### config.mk
export PLATFORM = sky130hd
export DESIGN_NAME = conv_encoder_framer
export DESIGN_NICKNAME = d
export VERILOG_FILES = /design/src/rtl/viterbi_pkg.sv /design/src/rtl/conv_enc_core.sv /design/src/rtl/conv_encoder_framer.sv
export SDC_FILE = /design/constraint.sdc
export NUM_CORES = 1
export LEC_CHECK = 0
export CAP_MARGIN = 10
export CORE_MARGIN = 2
export CORE_UTILIZATION = 55
export DETAILED_ROUTE_END_ITERATION = 8
export PLACE_DENSITY = 0.93
export SLEW_MARGIN = 10
export SYNTH_ARGS = -nofsm -noshare
export SYNTH_HDL_FRONTEND = slang
export SYNTH_SLANG_ARGS = --single-unit
### constraint.sdc
create_clock -name clk -period 3.3 [get_ports clk]
set_input_delay 0.66 -clock clk [delete_from_list [all_inputs] [get_ports clk]]
set_output_delay 0.66 -clock clk [all_outputs]
set_load 0.1 [all_outputs]
### src/rtl/viterbi_pkg.sv
// Shared constants for the convolutional encoder/framer and the Viterbi decoder:
// code generators, frame widths, framer state encoding and the branch-output helper.
package viterbi_pkg;

    localparam int K      = 3;
    localparam int MSG_W  = 8;
    localparam int CODE_W = 16;

    // Generator taps ordered {u, s1, s2}; the decoder BMUs use the same pair.
    localparam logic [2:0] G0 = 3'b111;
    localparam logic [2:0] G1 = 3'b101;

    typedef enum logic [1:0] {
        IDLE   = 2'd0,
        ENCODE = 2'd1,
        HOLD   = 2'd2
    } state_t;

    // Encoder output pair {g0,g1} for input bit u and state (s1,s2).
    function automatic logic [1:0] conv_pair(input logic u, input logic s1, input logic s2);
        logic [2:0] win;
        win = {u, s1, s2};
        return {^(win & G0), ^(win & G1)};
    endfunction

endpackage

### src/rtl/conv_enc_core.sv
// Rate-1/2, K=3 encoder core: combinational output pair plus the two-stage
// state register, which can be cleared synchronously at a frame start.
module conv_enc_core
    import viterbi_pkg::*;
(
    input  logic       clk,
    input  logic       rst,
    input  logic       clr,
    input  logic       en,
    input  logic       u,
    output logic [1:0] pair
);

    logic s1_r;
    logic s2_r;

    assign pair = conv_pair(u, s1_r, s2_r);

    // Encoder state shift; a clear wins over a shift so every frame starts in state 00.
    always_ff @(posedge clk or negedge rst) begin
        if (!rst) begin
            s1_r <= 1'b0;
            s2_r <= 1'b0;
        end else if (clr) begin
            s1_r <= 1'b0;
            s2_r <= 1'b0;
        end else if (en) begin
            s2_r <= s1_r;
            s1_r <= u;
        end else begin
            s1_r <= s1_r;
            s2_r <= s2_r;
        end
    end

endmodule

### src/rtl/conv_encoder_framer.sv
// Framer feeding the Viterbi decoder: accepts one message byte, encodes it
// MSB-first into a 16-bit codeword (pair 0 in bits [15:14]), optionally XORs an
// error pattern in, and holds the word until the consumer takes it.
module conv_encoder_framer
    import viterbi_pkg::*;
#(
    parameter bit ERR_INJ_EN = 1'b1
) (
    input  logic              clk,
    input  logic              rst,
    input  logic [MSG_W-1:0]  msg_in,
    input  logic              msg_valid,
    output logic              msg_ready,
    input  logic [CODE_W-1:0] err_mask,
    output logic [CODE_W-1:0] code_out,
    output logic              code_valid,
    input  logic              code_ready,
    output logic [7:0]        frame_cnt
);

    state_t            state_r;
    state_t            state_n;
    logic [MSG_W-1:0]  msg_r;
    logic [CODE_W-1:0] mask_r;
    logic [2:0]        cnt_r;
    logic [CODE_W-1:0] code_r;
    logic [CODE_W-1:0] code_n;
    logic              code_valid_r;
    logic [7:0]        frame_cnt_r;

    logic              msg_ready_s;
    logic              accept_s;
    logic              deliver_s;
    logic              enc_en_s;
    logic              last_s;
    logic [1:0]        pair_s;
    logic [3:0]        hi_s;

    conv_enc_core u_core (
        .clk  (clk),
        .rst  (rst),
        .clr  (accept_s),
        .en   (enc_en_s),
        .u    (msg_r[MSG_W-1]),
        .pair (pair_s)
    );

    // Frame sequencing and handshake decode; HOLD can hand off and accept on one edge.
    always_comb begin
        state_n     = state_r;
        msg_ready_s = 1'b0;
        accept_s    = 1'b0;
        deliver_s   = 1'b0;
        enc_en_s    = 1'b0;
        last_s      = 1'b0;
        case (state_r)
            IDLE: begin
                msg_ready_s = 1'b1;
                if (msg_valid) begin
                    accept_s = 1'b1;
                    state_n  = ENCODE;
                end else begin
                    state_n  = IDLE;
                end
            end
            ENCODE: begin
                enc_en_s = 1'b1;
                if (cnt_r == 3'd7) begin
                    last_s  = 1'b1;
                    state_n = HOLD;
                end else begin
                    state_n = ENCODE;
                end
            end
            HOLD: begin
                if (code_ready) begin
                    msg_ready_s = 1'b1;
                    deliver_s   = 1'b1;
                    if (msg_valid) begin
                        accept_s = 1'b1;
                        state_n  = ENCODE;
                    end else begin
                        state_n  = IDLE;
                    end
                end else begin
                    state_n = HOLD;
                end
            end
            default: begin
                state_n = IDLE;
            end
        endcase
    end

    // Drop the current pair into its slot; the error pattern is applied with the last pair.
    always_comb begin
        code_n = code_r;
        hi_s   = 4'd15 - {cnt_r, 1'b0};
        if (enc_en_s) begin
            code_n[hi_s -: 2] = pair_s;
            if (last_s && ERR_INJ_EN) begin
                code_n = code_n ^ mask_r;
            end else begin
                code_n = code_n;
            end
        end else begin
            code_n = code_r;
        end
    end

    // Framer state register.
    always_ff @(posedge clk or negedge rst) begin
        if (!rst) begin
            state_r <= IDLE;
        end else begin
            state_r <= state_n;
        end
    end

    // Message/mask capture, bit counter and codeword assembly.
    always_ff @(posedge clk or negedge rst) begin
        if (!rst) begin
            msg_r  <= 8'h00;
            mask_r <= 16'h0000;
            cnt_r  <= 3'd0;
            code_r <= 16'h0000;
        end else begin
            code_r <= code_n;
            if (accept_s) begin
                msg_r  <= msg_in;
                mask_r <= err_mask;
                cnt_r  <= 3'd0;
            end else if (enc_en_s) begin
                msg_r  <= {msg_r[MSG_W-2:0], 1'b0};
                cnt_r  <= cnt_r + 3'd1;
            end else begin
                msg_r  <= msg_r;
                cnt_r  <= cnt_r;
            end
        end
    end

    // Output valid flag and delivered-frame counter (wraps naturally at 8 bits).
    always_ff @(posedge clk or negedge rst) begin
        if (!rst) begin
            code_valid_r <= 1'b0;
            frame_cnt_r  <= 8'd0;
        end else begin
            if (last_s) begin
                code_valid_r <= 1'b1;
            end else if (deliver_s) begin
                code_valid_r <= 1'b0;
            end else begin
                code_valid_r <= code_valid_r;
            end
            if (deliver_s) begin
                frame_cnt_r <= frame_cnt_r + 8'd1;
            end else begin
                frame_cnt_r <= frame_cnt_r;
            end
        end
    end

    assign msg_ready  = msg_ready_s;
    assign code_out   = code_r;
    assign code_valid = code_valid_r;
    assign frame_cnt  = frame_cnt_r;

endmodule

# == Word-level counts from Yosys, hierarchy flattened ==
# Index checks and enable logic that the tools add are counted.
# op_classes
bitwise_logic,1
add_sub_neg,4
shifts,2
n_eq_ne,3
mux,25
n_reduce_logical,5
# ops
cell,n
"variable shift 2 x 6 -> 17 bit, first input constant",1
variable part select 2 x 6 -> 17 bit,1
bitwise mux 16 bit,1
2-to-1 mux 16 bit,1
2-to-1 mux 8 bit,2
XOR 16 bit,1
2-to-1 mux 1 bit,14
"adder 8 x 1 -> 8 bit, second input constant",1
2-to-1 mux 3 bit,2
negation 4 -> 6 bit,1
one-hot mux 2 bit (3 select lines),1
XOR reduction 3 bit,2
2-to-1 mux 2 bit,2
one-hot mux 1 bit (2 select lines),2
nonzero test 2 bit,2
"subtractor 4 bit, first input constant",1
"adder 3 x 1 -> 3 bit, second input constant",1
"equality test 3 bit, second input constant",1
"equality test 2 x 1 -> 1 bit, second input constant",1
"equality test 2 bit, second input constant",1
zero test 2 bit,1
# totals
in_bits,28
elab_cells,49
reg_bits,56
output_inout_bits,26

# == Logic depth before layout (Yosys ltp) ==
# Gate-level depths: netlist (run 1).
# logic_depth
depth_word,6
mapped_depth,7
mapped_depth_nobuf,6

# == Hierarchy ==
# Synthesis (run 1) repeated with hierarchy kept, for this count alone.
# unflattened
cells_unflattened,310
hier_area_um2,3067.9
# by_module_without_submodules
mod,n_inst,cells_per_inst,area_each_um2,seq_area_each_um2
conv_encoder_framer,1,302,2972.9,1351.3
conv_enc_core,1,8,95.1,50.0

# == Least setup slack after synthesis (run 1) ==
# Ideal clock, no wire load.
# synth_timing
path_type,input to output
startpoint,in code_ready
endpoint,out msg_ready
path_buffers,0
t_required_ns,2.640
path_stages,2
arrival_ns,1.961
setup_slack_ns,0.679
path_cell_list,nor2b_1 -> nor2_1
# synth_between
elab_chain_cells,2
# synth_rtl
element,line_no,source
from (decl),conv_encoder_framer.sv:17,"input logic code_ready,"
2-to-1 mux 1 bit,conv_encoder_framer.sv:76,if (code_ready) begin
one-hot mux 1 bit (2 select lines),conv_encoder_framer.sv:56,case (state_r)
to (decl),conv_encoder_framer.sv:13,"output logic msg_ready,"
# No other way between the ends.

# == Final worst setup path (run 1) ==
# Same ends and word-level chain as after synthesis.

==> metrics.yaml, run 1 <==
placed_design:
  gp_congestion: 0.7391
  dp_hpwl_mm: 4.373
  io_buffers: 53
critical_path:
  start_kind: "input port"
  slowest_stage: "clkdlybuf4s50_1"
  max_stage_delay_ns: 0.44
  cp_max_fo: 3
  critPathTopFamily: "buffers and inverters"
  crit_chain: "clkdlybuf4s50_1 > nor2b_1 > nor2_1 > buf_4"
  crit_path_end_kind: "output pin"
  crit_buf_inv: 2
  cp_data_required_time_ns: 2.64
  crit_type: "input port to output pin"
  cp.arrival_ns: 1.67
synthesis:
  syn_inst: 298
  seq_area_frac_synth_pct: 46.59
  yosys.area.top_type_share_pct: 46.59
  ys_top_cells_by_count: "dfrtp_1, nand2_1, a21oi_1"
  syn-cell-area_sq_um: 3008
  synth_top_cell_by_area: "dfrtp_1"
  ys_ff_latch: 56
  synth_ff_type: "dfrtp_1"
  async_reset_ff_share_pct: 100.0
  synth_most_common_cell: "dfrtp_1"
  syn_nets: 333
  synth_warnings: 0
  syn_avg_cell_area_sq_um: 10.09
  synth_edf_count: 0
  synthTopCellsByArea: "dfrtp_1, mux2_2, a21oi_1, nand2_1, ha_1"
  ys_types: 50
global_route:
  antenna_found_initial: 0
  track_usage_pct: 22.14
  grt_pass1_vias: 2336
  grt_max_degree: 38
  grt_pass1_wl_mm: 10.72
  grt_remaining_overflow: 0
die:
  die_area_sq_um: 6076
  ioPinCount: 54
  die_x_microns: 77.95
  initial_core_util_pct: 57.79
  die_h_microns: 77.95
  core_sq_um: 5205
  rows: 26
timing:
  max_freq_mhz: 429.4
  clock_skew_ns: 0.009665
  slew_violations: 0
  finalSetupTns_ns: 0
  hold_viol: 0
  rsz0062_at_grt: "no"
  period_share_pct: 70.58
  worstMarginPinSlew_ns: 0.5853
  min_period_ns: 2.329
  relSlewSlack_pct: 60.98
  setup_viol: 0
clock_tree:
  clk_latency_ns: 0.31
  cts.repair.resized: 0
  cts_sinks: 56
  cts_tree: "built"
  htree_levels: 2
  clock-root-buffer: "clkbuf_8"
  holdBufCountCts: 0
  cts_made_buffers: 5
  clk_path_buf_depth: 2
  path_clk_slew_ns: 0.10
  cts_setup_buffers: 0
final_layout:
  layout-drive-gt1-share_pct: 19.65
  area.growth.synth_to_final_pct: 20.09
  antenna_cells: 0
  nFillCells: 418
  layout.nets: 380
detailed_routing:
  dr.pass1.iters: 4
  drt-total-wl_mm: 6.273
  num_vias: 2467
  vias_per_cell: 5.930
  drt-wirelength-per-cell_microns: 15.08
  ant_nets: 0
  drcViolationCount: 0
  drtIter0Drc: 185
hold_path:
  min_path_type: "input port to async pin"
status:
  outcome: "finished, final reports clean"
job:
  drv_cap: 0
==> cells by family after synthesis <==
group / share of synthesized area, %
flip-flops: 46.59
multiplexers: 7.695
AO/OA/AOI/OAI: 19.18
adder cells (fa/ha/maj): 2.912
AND/OR/NAND/NOR: 16.26
XOR/XNOR: 3.952
buffers and inverters: 3.411
==> cell type report <==
type                    count  area [sq um]  area share (%)
clock buffers               6         82.58           2.286
clock inverters             2         10.01          0.2771
inverters                   6         22.52          0.6235
multi-input cells         218          1510           41.81
flip-flops and latches     56          1401           38.79
well taps                  70         87.58           2.425
repair buffers             58         498.0           13.79
==> sequential cells by signal, indices dropped and copies added, names as in the netlist <==
signal	count
code_valid	1
u_core.s2_r	1
msg_r	8
frame_cnt	8
mask_r	16
cnt_r	3
code_out	16
state_r	2
u_core.s1_r	1
==> final timing paths <==
| check | start | endpoint | slack, ns | cells past startpoint |
|---|---|---|---|---|
| worst min-delay path | rst | mask_r[5] | 0.27 | 1 |
| worst min register to register | frame_cnt[7] | frame_cnt[7] | 0.48 | 1 |
| max in group asynchronous | rst | mask_r[1] | 2.21 | 2 |
| worst max register to register | cnt_r[0] | code_out[6] | 0.98 | 6 |
| worst max-delay path | code_ready | msg_ready | 0.97 | 4 |
| min in group clk | frame_cnt[7] | frame_cnt[7] | 0.48 | 1 |
==> layer usage <==
layer  global-route usage, %  routed length [microns]
met1                   28.11                     2648
met2                   38.10                     3174
met3                   3.372                      353
met4                   8.772                       97
met5                       0                        0
==> placed cells by master (no fill, tap or decap), drive strengths merged, types with 2 or more instances in the layout <==
master          n
a2111oi         3
a211o           2
a211oi          3
a21o            6
a21oi          30
a22o            6
a311oi          3
a31oi           2
a41oi           2
and3            3
buf            32
clkbuf          6
clkdlybuf4s50  26
clkinv          2
dfrtp          56
ha              7
inv             6
mux2           17
mux2i           4
nand2          35
nand2b          7
nand3           8
nand4           4
nor2           17
nor2b           6
nor3            6
nor3b           2
o21a            4
o21ai          12
o22ai           3
o2bb2ai         3
o32a            3
xnor2           7
xor2            3
==> through the flow <==
stage               utilization, %  area (sq um)  hold slack, ns  cells  worst slack (ns)
finish                       69.40          3612          0.2652    416            0.9709
global route                 69.40          3612          0.2987    416            0.7295
CTS                          69.40          3612          0.2725    416            0.9706
detailed placement           67.62          3520          0.4696    408            0.9658
global placement             67.62          3520          0.4622    408             1.005
floorplan                        -          3008          0.3644    298            0.6792
==> worst reg2reg max path: stages, from the launching register on <==
cell       delay, ns
dfrtp_1         0.68
ha_1            0.26
ha_1            0.41
buf_4           0.27
nand2_1         0.10
a2111oi_0       0.39
a311oi_1        0.08
Power of run 1 is not shown: default switching activity piles up to over one toggle a cycle in this logic, so the estimate is an artifact.
==> run 2: changes to the inputs <==
--- a/config.mk
+++ b/config.mk
@@ -7,9 +7,9 @@
 export LEC_CHECK = 0
 export CAP_MARGIN = 10
 export CORE_MARGIN = 2
-export CORE_UTILIZATION = 55
+export CORE_UTILIZATION = 47
 export DETAILED_ROUTE_END_ITERATION = 8
-export PLACE_DENSITY = 0.93
+export PLACE_DENSITY = 0.85
 export SLEW_MARGIN = 10
 export SYNTH_ARGS = -nofsm -noshare
 export SYNTH_HDL_FRONTEND = slang
==> constraint.sdc (replaced) <==
create_clock -name clk -period 2.1 [get_ports clk]
set_input_delay 0.42 -clock clk [delete_from_list [all_inputs] [get_ports clk]]
set_output_delay 0.42 -clock clk [all_outputs]
set_load 0.1 [all_outputs]
==> run 2 against run 1 <==
Core utilization shrank 9.3 points. Sequential share of layout area shrank 1.6 points. Critical endpoint unchanged. Highest routed layer unchanged. Flip-flop and latch count is the same. First-iteration DRC count grew 20%. Critical path depth is the same. Final area grew 4.4%. Register-to-register slack lost 0.66 ns.
==> metrics.yaml, run 2 (same netlist as run 1, synthesis figures left out) <==
status:
  outcome: "finished, final reports clean"
job:
  drv_cap: 0  # unchanged
global_route:
  grt_pass1_wl_mm: 10.93  # +1.9%
  grt_max_degree: 37  # -2.6%
  track_usage_pct: 18.93  # -3.2 points
  grt_remaining_overflow: 0  # unchanged
  antenna_found_initial: 0  # unchanged
  grt_pass1_vias: 2436  # +4.3%
timing:
  finalSetupTns_ns: 0  # unchanged
  period_share_pct: 86.79
  rsz0062_at_grt: "no"
  slew_violations: 0  # unchanged
  hold_viol: 0  # unchanged
  clock_skew_ns: 0.008986  # -0.0006786 ns
  fin_ws_ns: 0.2775  # -0.6934 ns
  setup_viol: 0  # unchanged
  max_freq_mhz: 548.7
  worstMarginPinSlew_ns: 0.5715  # -0.01380 ns
  min_period_ns: 1.822
  relSlewSlack_pct: 61.90  # +0.92 points
critical_path:
  slowest_stage: "clkdlybuf4s50_1"
  crit_path_end_kind: "output pin"
  reg2reg_to: "code_out[5]"
  crit_chain: "clkdlybuf4s50_1 > nor2b_1 > nor2_2 > buf_12"
  start_kind: "input port"
  crit_type: "input port to output pin"
  reg2reg_depth: 7  # +1
  startpoint: "code_ready"
  reg2reg_from: "cnt_r[0]"
  max_stage_delay_ns: 0.43  # about the same
  cp_max_fo: 3  # unchanged
  cp.arrival_ns: 1.40  # -0.27 ns
  cp_data_required_time_ns: 1.68  # -0.96 ns
  r2r_slack_ns: 0.32  # -0.66 ns
clock_tree:
  htree_levels: 2  # unchanged
  clk_path_buf_depth: 2  # unchanged
  path_clk_slew_ns: 0.09  # about the same
  cts_setup_buffers: 0  # unchanged
  holdBufCountCts: 0  # unchanged
  cts_made_buffers: 5  # unchanged
  clock-root-buffer: "clkbuf_8"
  cts_sinks: 56  # unchanged
  clk_latency_ns: 0.31  # about the same
  cts.repair.resized: 0  # unchanged
  cts_tree: "built"
detailed_routing:
  ant_nets: 0  # unchanged
  drtIter0Drc: 222  # +20%
  drt-total-wl_mm: 6.487  # +3.4%
  drt-wirelength-per-cell_microns: 15.09  # about the same
  num_vias: 2449  # -0.73%
  vias_per_cell: 5.695  # -4.0%
  drcViolationCount: 0  # unchanged
  dr.pass1.iters: 4  # unchanged
placed_design:
  io_buffers: 53  # unchanged
  gp_congestion: 0.7871  # +6.5%
  dp_worst_setup_slack_ns: 0.1356  # -0.8302 ns
  placed_cells: 423  # +3.7%
  dp_hpwl_mm: 4.510  # +3.1%
die:
  die_x_microns: 84  # +7.8%
  initial_core_util_pct: 47.92  # -9.9 points
  rows: 29  # +12%
  ioPinCount: 54  # unchanged
  die_area_sq_um: 7056  # +16%
  die_h_microns: 84  # +7.8%
  core_sq_um: 6277  # +21%
final_layout:
  layout.nets: 388  # +2.1%
  stdcell_count: 430  # +3.4%
  nFillCells: 528  # +26%
  final_common_cell: "dfrtp_1"
  antenna_cells: 0  # unchanged
  area.growth.synth_to_final_pct: 25.33
  utilization_pct: 60.06  # -9.3 points
  final_cell_mix: "dfrtp_1, nand2_1, buf_4"
  layout-drive-gt1-share_pct: 21.53  # +1.9 points
hold_path:
  min_path_type: "input port to async pin"
run 2: changes by cell type in the layout (fill, tap and decap cells not counted):
| cell | delta |
|---|---|
| buf_12 | +4 |
| buf_4 | +4 |
| bufinv_16 | +2 |
| clkinv_2 | -2 |
| clkbuf_8 | -1 |
| nor2_1 | -1 |
| nor2_2 | +1 |
run 2: worst max path at each step:
| stage | cells past startpoint | slack (ns) | endpoint |
|---|---|---|---|
| final | 4 | 0.28 | msg_ready |
| after global routing | 6 | 0.09 | code_out[4] |
| after CTS | 4 | 0.27 | msg_ready |
| after detailed placement | 6 | 0.14 | msg_r[5] |
| after global placement | 6 | 0.18 | msg_r[7] |
| after floorplan | 7 | 0.32 | code_out[10] |
run 2: layout make-up:
type	count	area [sq um]	area share, %
Clock buffer	5	68.82	1.825
Clock inverter	2	60.06	1.593
Inverter	6	22.52	0.5974
Multi-Input combinational cell	218	1513	40.13
Sequential cell	56	1401	37.17
Tap cell	77	96.34	2.556
Timing Repair Buffer	66	608.1	16.13
run 2: per-stage QoR:
step                hold WS [ns]  area [sq um]
floorplan                 0.1244          3010
global placement          0.4416          3641
detailed placement        0.4419          3641
CTS                       0.1024          3770
global route              0.1254          3770
finish                   0.09834          3770
run 2: metal layers:
layer  share of wire [%]  GRT usage (%)  up-vias
met1                  44          24.12     1179
met3                 4.7          3.956       12
met4                 1.9          7.331        0
met5                   0              0        -
li1                    -              -     1195
met2                  50          31.64       63
run 2: critical path, delay by kind of cell:
family | cells | cell delay (ns)
simple gates | 2 | 0.37
buf+inv | 2 | 0.61
Power of run 2 is left out for the same reason.
